### src/rtl/jtcontra_layer_mix.sv
// Priority mixer for LAYERS pixel streams with an internal dual-port xBGR555
// palette; produces blank-gated RGB three pixel clocks after the inputs.
module jtcontra_layer_mix #(
  parameter int LAYERS = 2,
  parameter int PXLW   = 6,
  parameter int PALW   = 8
) (
  input  logic                   clk,
  input  logic                   rst,
  input  logic                   pxl_cen,
  input  logic                   cpu_cen,
  input  logic                   LHBL,
  input  logic                   LVBL,
  input  logic [LAYERS*PXLW-1:0] pxl,
  input  logic [LAYERS-1:0]      gfx_en,
  input  logic                   prio_rev,
  input  logic                   pal_cs,
  input  logic                   cpu_rnw,
  input  logic [PALW-1:0]        cpu_addr,
  input  logic [7:0]             cpu_dout,
  output logic [7:0]             pal_dout,
  output logic                   LHBL_dly,
  output logic                   LVBL_dly,
  output logic [4:0]             red,
  output logic [4:0]             green,
  output logic [4:0]             blue
);
  localparam int LW = $clog2(LAYERS);
  localparam int CW = LW + PXLW;

  logic [PXLW-1:0]   lyr [LAYERS];
  logic [LAYERS-1:0] opaque;
  logic [CW-1:0]     winner;

  logic [7:0]    palRam [2**PALW];
  logic [7:0]    palDout_q;

  logic [CW-1:0] colS1_q;
  logic          hbS1_q, vbS1_q;
  logic [7:0]    palLoS2_q, palHiS2_q;
  logic          hbS2_q, vbS2_q;
  logic [4:0]    red_d, green_d, blue_d;
  logic [4:0]    red_q, green_q, blue_q;
  logic          hbS3_q, vbS3_q;

  // Transparency is judged on the four colour bits only, upper index bits ignored
  always_comb begin
    opaque = '0;
    for (int k = 0; k < LAYERS; k++) begin
      lyr[k]    = pxl[k*PXLW +: PXLW];
      opaque[k] = gfx_en[k] & (|lyr[k][3:0]);
    end
  end

  // Scan from the lowest to the highest priority layer so the top opaque one wins
  always_comb begin
    winner = {LW'(LAYERS-1), PXLW'(0)};
    for (int i = 0; i < LAYERS; i++) begin
      if (prio_rev) begin
        if (opaque[i]) winner = {LW'(i), lyr[i]};
      end else if (opaque[LAYERS-1-i]) begin
        winner = {LW'(LAYERS-1-i), lyr[LAYERS-1-i]};
      end
    end
  end

  // Palette storage is deliberately not reset so CPU-loaded colours survive rst
  always_ff @(posedge clk) begin
    if (pal_cs && !cpu_rnw && cpu_cen) palRam[cpu_addr] <= cpu_dout;
  end

  always_ff @(posedge clk or posedge rst) begin
    if (rst) palDout_q <= '0;
    else     palDout_q <= palRam[cpu_addr];
  end

  always_comb begin
    red_d   = palLoS2_q[4:0];
    green_d = {palHiS2_q[1:0], palLoS2_q[7:5]};
    blue_d  = palHiS2_q[6:2];
    if (!(hbS2_q && vbS2_q)) begin
      red_d   = '0;
      green_d = '0;
      blue_d  = '0;
    end
  end

  // Three-stage pixel pipeline: select, palette fetch, blank-gated colour
  always_ff @(posedge clk or posedge rst) begin
    if (rst) begin
      colS1_q   <= '0;
      hbS1_q    <= 1'b0;
      vbS1_q    <= 1'b0;
      palLoS2_q <= '0;
      palHiS2_q <= '0;
      hbS2_q    <= 1'b0;
      vbS2_q    <= 1'b0;
      red_q     <= '0;
      green_q   <= '0;
      blue_q    <= '0;
      hbS3_q    <= 1'b0;
      vbS3_q    <= 1'b0;
    end else if (pxl_cen) begin
      colS1_q   <= winner;
      hbS1_q    <= LHBL;
      vbS1_q    <= LVBL;
      palLoS2_q <= palRam[{colS1_q, 1'b0}];
      palHiS2_q <= palRam[{colS1_q, 1'b1}];
      hbS2_q    <= hbS1_q;
      vbS2_q    <= vbS1_q;
      red_q     <= red_d;
      green_q   <= green_d;
      blue_q    <= blue_d;
      hbS3_q    <= hbS2_q;
      vbS3_q    <= vbS2_q;
    end
  end

  assign pal_dout = palDout_q;
  assign red      = red_q;
  assign green    = green_q;
  assign blue     = blue_q;
  assign LHBL_dly = hbS3_q;
  assign LVBL_dly = vbS3_q;

endmodule
### config.mk
export PLATFORM = sky130hd
export DESIGN_NAME = jtcontra_layer_mix
export DESIGN_NICKNAME = d
export VERILOG_FILES = /design/src/rtl/jtcontra_layer_mix.sv
export SDC_FILE = /design/constraint.sdc
export NUM_CORES = 2
export LEC_CHECK = 0
export BUFFER_PORTS_ARGS = -buffer_cell sky130_fd_sc_hd__buf_2
export CORE_ASPECT_RATIO = 0.75
export CORE_UTILIZATION = 59
export CTS_CLUSTER_DIAMETER = 30
export DETAILED_ROUTE_END_ITERATION = 10
export PLACE_DENSITY = 0.75
export SLEW_MARGIN = 10
export SYNTH_ARGS = -nofsm -noshare
export SYNTH_HDL_FRONTEND = slang
export SYNTH_SLANG_ARGS = --single-unit
### constraint.sdc
create_clock -name clk -period 6.9 [get_ports clk]
set_input_delay 2.07 -clock clk [delete_from_list [all_inputs] [get_ports clk]]
set_output_delay 2.07 -clock clk [all_outputs]
set_load 0.01 [all_outputs]
== Yosys cells after proc, flatten, opt, wreduce, memory -nomap -nowiden ==
Memories as Yosys holds them, arrays and structs flattened. A register that Yosys moved wholly into a read port is not among the register bits.
Cells that the tools add are included.
Widths: inputs -> output; s select.
Cells by class
  multiplexer cells: 11
  bitwise operators: 2
  reduce and logical (&&, ||, !) cells: 6
Operator list (number)
  $mux 7: 5
  $mux 5: 3
  $reduce_or 4->1: 2
  $mux 6: 1
  $logic_and 1x1->1: 3
  $and 1x1->1: 2
  $mux 1: 2
  $logic_not 1->1: 1
Storage, ports and cells
  flip-flop bits (word level): 28
  memory bits (writable): 2048
  bits of input ports: 39
  output and inout bits: 25
  word-level logic and storage cells: 30
  memories kept: 1
Memory list
  palRam: depth 256, width 8, read ports 3, clocked after Yosys merged registers in 3, wr ports 1, line 35  | logic [7:0] palRam [2**PALW];

== Depth between registers and ports, before layout ==
  depth in word-level cells: 6
  depth in mapped cells: 13
  depth with buffers taken out: 6

== Least setup slack after synthesis ==
Ideal clock, no wire load.
  path type: input to register
  start: input cpu_addr[1]
  end: memory palRam[128][0], enable pin
  setup time: 370 ps
  data arrival time: 4299 ps
  required time: 6530 ps
  path slack: 2231 ps
  cell stages on the path: 10
  buffers on the path: 7
  cell sequence: buf_6 -> buf_6 -> buf_6 -> buf_4 -> buf_6 -> buf_2 -> nor4_1 -> nand2_1 -> buf_2 -> nor2_1
RTL lines
  start, declared: line 19  | input logic [PALW-1:0] cpu_addr,
  end, declared: line 35
No word-level cell before the write port.

==> flow_metrics.py <==
metrics = {
    "run_status": {
        "outcome": "finished, violations left",
        "violations": "capacitance limit, slew limit",
    },
    "setup_path": {
        "r2r-end": "palLoS2_q[1]$_DFFE_PP0P_",
        "cp.arrival_ns": 6.19,
        "reg2reg_depth": 7,
        "end_kind": "register",
        "reg2reg_from": "colS1_q[0]$_DFFE_PP0P_",
        "endpoint": "pal_dout[2]$_DFF_PP0_",
        "worst-setup-path-type": "in2reg",
        "required_ns": 7.68,
        "startpoint_type": "input pin",
        "reg2reg_slack_ns": 1.93,
        "cp_max_fo": 58,
        "crit_start": "cpu_addr[1]",
    },
    "yosys": {
        "synth_xor_area_frac": 0,
        "synth-main-ff-cell": "edfxtp_1",
        "synth_compound_area_frac": 0.04292,
        "yosysSeqAreaShare": 0.6522,
        "synth_top_family_by_area": "multiplexers",
        "synth_edf_count": 2048,
        "avgSynthCellArea_um2": 19.49,
        "synthMuxAreaShare": 0.2571,
        "ys_ff_latch": 2099,
        "yosysTopAreaCell": "edfxtp_1",
        "yosysWarnings": 0,
        "syn_inst": 4939,
        "synth-adder-area-share": 0,
        "synth_top_area_frac": 0.6389,
        "netlist_area_um2": 96260,
        "synth-simple-area-share": 0.02693,
        "synthTopCellsByArea": "edfxtp_1 (64%), mux4_2 (22%), mux2i_1 (3.4%)",
        "async_flop_share": 0.02430,
        "ys_types": 60,
        "syn_nets": 4978,
    },
    "sta": {
        "setup_viol": 0,
        "max_freq_mhz": 184.8,
        "period_share": 0.7841,
        "slew_headroom": -0.01505,
        "finalMaxSlewViolations": 4,
        "period_minus_slack_ns": 5.411,
        "setup_tns_ns": 0,
        "hold_viol_final": 0,
        "finalClockSkew_ns": 0.04603,
        "rsz0062_at_grt": "false",
        "worstMarginPinSlew_ns": 1.509,
    },
    "floorplanning": {
        "pin_count": 64,
        "initial_core_util": 0.5980,
        "die_area_um2": 164800,
        "rows": 127,
        "die_w_um": 468.4,
        "core_area_um2": 161000,
        "die_h_um": 351.8,
    },
    "pwr": {
        "ir_drop_v": 0.0002931,
        "power_frac_comb": 0.099,
        "p_int_uw": 26180,
        "power_uw": 34980,
        "p_clk_frac": 0.495,
        "power_density_nw_per_um2": 313.0,
        "p_seq_frac": 0.406,
        "p_leak_uw": 0.03564,
        "switching_power_uw": 8802,
        "swShare": 0.2516,
    },
    "cells_and_area": {
        "post-route-cell-area_um2": 111800,
        "fin_cells": 7654,
        "nets": 5281,
        "syn_to_final_growth_pct": 16.11,
        "finalCoreUtilization": 0.6943,
        "layout-drive-gt1-share": 0.3535,
    },
    "global_route": {
        "antenna_found_initial": 27,
        "grt-ovfl-total": 0,
        "grt_max_degree": 179,
        "grtUsageTotal": 0.4048,
        "grt_first_pass_wirelength_um": 457600,
        "grt_pass1_vias": 57970,
    },
    "clocking": {
        "clk_latency_ns": 0.95,
        "post_cts_resized": 0,
        "post_cts_buffers": 0,
        "path_clk_slew_ns": 0.05,
        "cts-root-buf": "clkbuf_16",
        "cts_buffers": 347,
        "clockBufferDepth": 4,
        "cts_max_level": 5,
        "cts.sinks": 2099,
        "ctsHoldBuffers": 0,
        "cts_tree": "built",
    },
    "routing": {
        "drt_iter0_drc": 11940,
        "routed_wl_um": 328900,
        "drc": 0,
        "antenna_left": 0,
        "firstDrtPassIters": 6,
        "vias": 60910,
        "vias_per_cell": 7.957,
        "wl_per_cell_um": 42.97,
    },
    "run": {
        "max_cap_violations": 4,
    },
    "placement": {
        "dpl-instance-area_um2": 100000,
        "place.port_buffers": 63,
        "place_inst": 7018,
        "gp_congestion": 1.103,
        "dp_hpwl_um": 211700,
    },
    "min_path": {
        "hold_class": "reg2reg",
    },
}
cells in the mapped netlist (27+ instances only):
cell type     n
o22ai_1      80
clkbuf_1    208
o221ai_1    121
a21oi_1      40
buf_4        32
a22oi_1      92
a22o_1       35
mux2i_1     328
nor2b_1      27
mux4_2      946
a211oi_1     85
edfxtp_1   2048
nor2_1      289
nor4_1       40
dfrtp_1      51
nand2_1     129
buf_1        32
buf_2       115
per-layer routing:
| metal | share of wire | vias up | wire (um) | global-route usage |
|---|---|---|---|---|
| met2 | 0.41 | 6569 | 134900 | 0.5349 |
| met3 | 0.20 | 970 | 66370 | 0.2254 |
| li1 | - | 22130 | - | - |
| met1 | 0.34 | 31210 | 111100 | 0.5487 |
| met5 | 0.0012 | - | 394 | 0.007867 |
| met4 | 0.049 | 30 | 16200 | 0.1758 |
kinds of logic (layout without fill, tap and decap cells):
| group | after synthesis | in the layout |
|---|---|---|
| buf+inv | 422 | 994 |
| mux | 1288 | 1288 |
| other cells | 0 | 15 |
| simple gates | 582 | 582 |
| compound gates | 548 | 548 |
| flops | 2099 | 2099 |
power groups by stage:
stage | clock network (uW) | logic, uW | registers [uW]
floorplan | 0 | 2000 | 14400
global placement | 0 | 3220 | 14500
detailed placement | 0 | 3240 | 14500
CTS | 17300 | 3270 | 14200
global route | 17900 | 3490 | 14200
finish | 17300 | 3450 | 14200
how the worst min path moves through the flow:
stage | startpoint | to | slack (ns) | cells past startpoint
after floorplan | colS1_q[6]$_DFFE_PP0P_ | colS1_q[6]$_DFFE_PP0P_ | 0.47 | 2
after global placement | hbS1_q$_DFFE_PP0P_ | hbS2_q$_DFFE_PP0P_ | 0.48 | 1
after detailed placement | palHiS2_q[6]$_DFFE_PP0P_ | blue[4]$_DFFE_PP0P_ | 0.49 | 1
after CTS | vbS1_q$_DFFE_PP0P_ | vbS1_q$_DFFE_PP0P_ | 0.51 | 1
after global routing | red[0]$_DFFE_PP0P_ | red[0]$_DFFE_PP0P_ | 0.52 | 1
final | hbS1_q$_DFFE_PP0P_ | hbS2_q$_DFFE_PP0P_ | 0.51 | 1
sequential cells by signal, indices dropped and copies added, names as in the netlist:
signal and count:
palRam 2048, palLoS2_q 8, pal_dout 8, colS1_q 7, palHiS2_q 7, blue 5, green 5, red 5
LHBL_dly 1, LVBL_dly 1, hbS1_q 1, hbS2_q 1, vbS1_q 1, vbS2_q 1
layout make-up:
| class | count | area, um^2 |
|---|---|---|
| inverters | 13 | 56.30 |
| repair buffers | 363 | 2984 |
| well taps | 2128 | 2663 |
| multi-input cells | 2418 | 31610 |
| fillers | 9622 | 49210 |
| flip-flops and latches | 2099 | 62790 |
| clock buffers | 377 | 8952 |
| clock inverters | 241 | 2670 |
| diodes | 15 | 37.54 |
stage by stage:
stage / hold WS (ns) / worst slack (ns)
finish: 0.5051 / 1.489
global route: 0.5241 / 1.534
CTS: 0.5061 / 1.879
detailed placement: 0.4929 / 0.9247
global placement: 0.4829 / 0.2681
floorplan: 0.4655 / 2.231
worst max-delay path, stage by stage:
cell     delay [ns]
buf_8          0.57
buf_4          0.66
mux4_2         0.58
mux4_2         0.45
nor2b_1        0.23
nor4_1         1.16
buf_4          0.29
nand3_1        0.08
placed cells by master (no fill, tap or decap), drive strengths merged, types with 51 or more instances in the layout:
| master | instances |
|---|---|
| a211oi | 85 |
| a22oi | 92 |
| buf | 359 |
| clkbuf | 381 |
| clkinv | 105 |
| dfrtp | 51 |
| edfxtp | 2048 |
| inv | 82 |
| mux2i | 328 |
| mux4 | 946 |
| nand2 | 129 |
| nor2 | 289 |
| o221ai | 121 |
| o22ai | 80 |
Power figures use the tool's default switching activity.
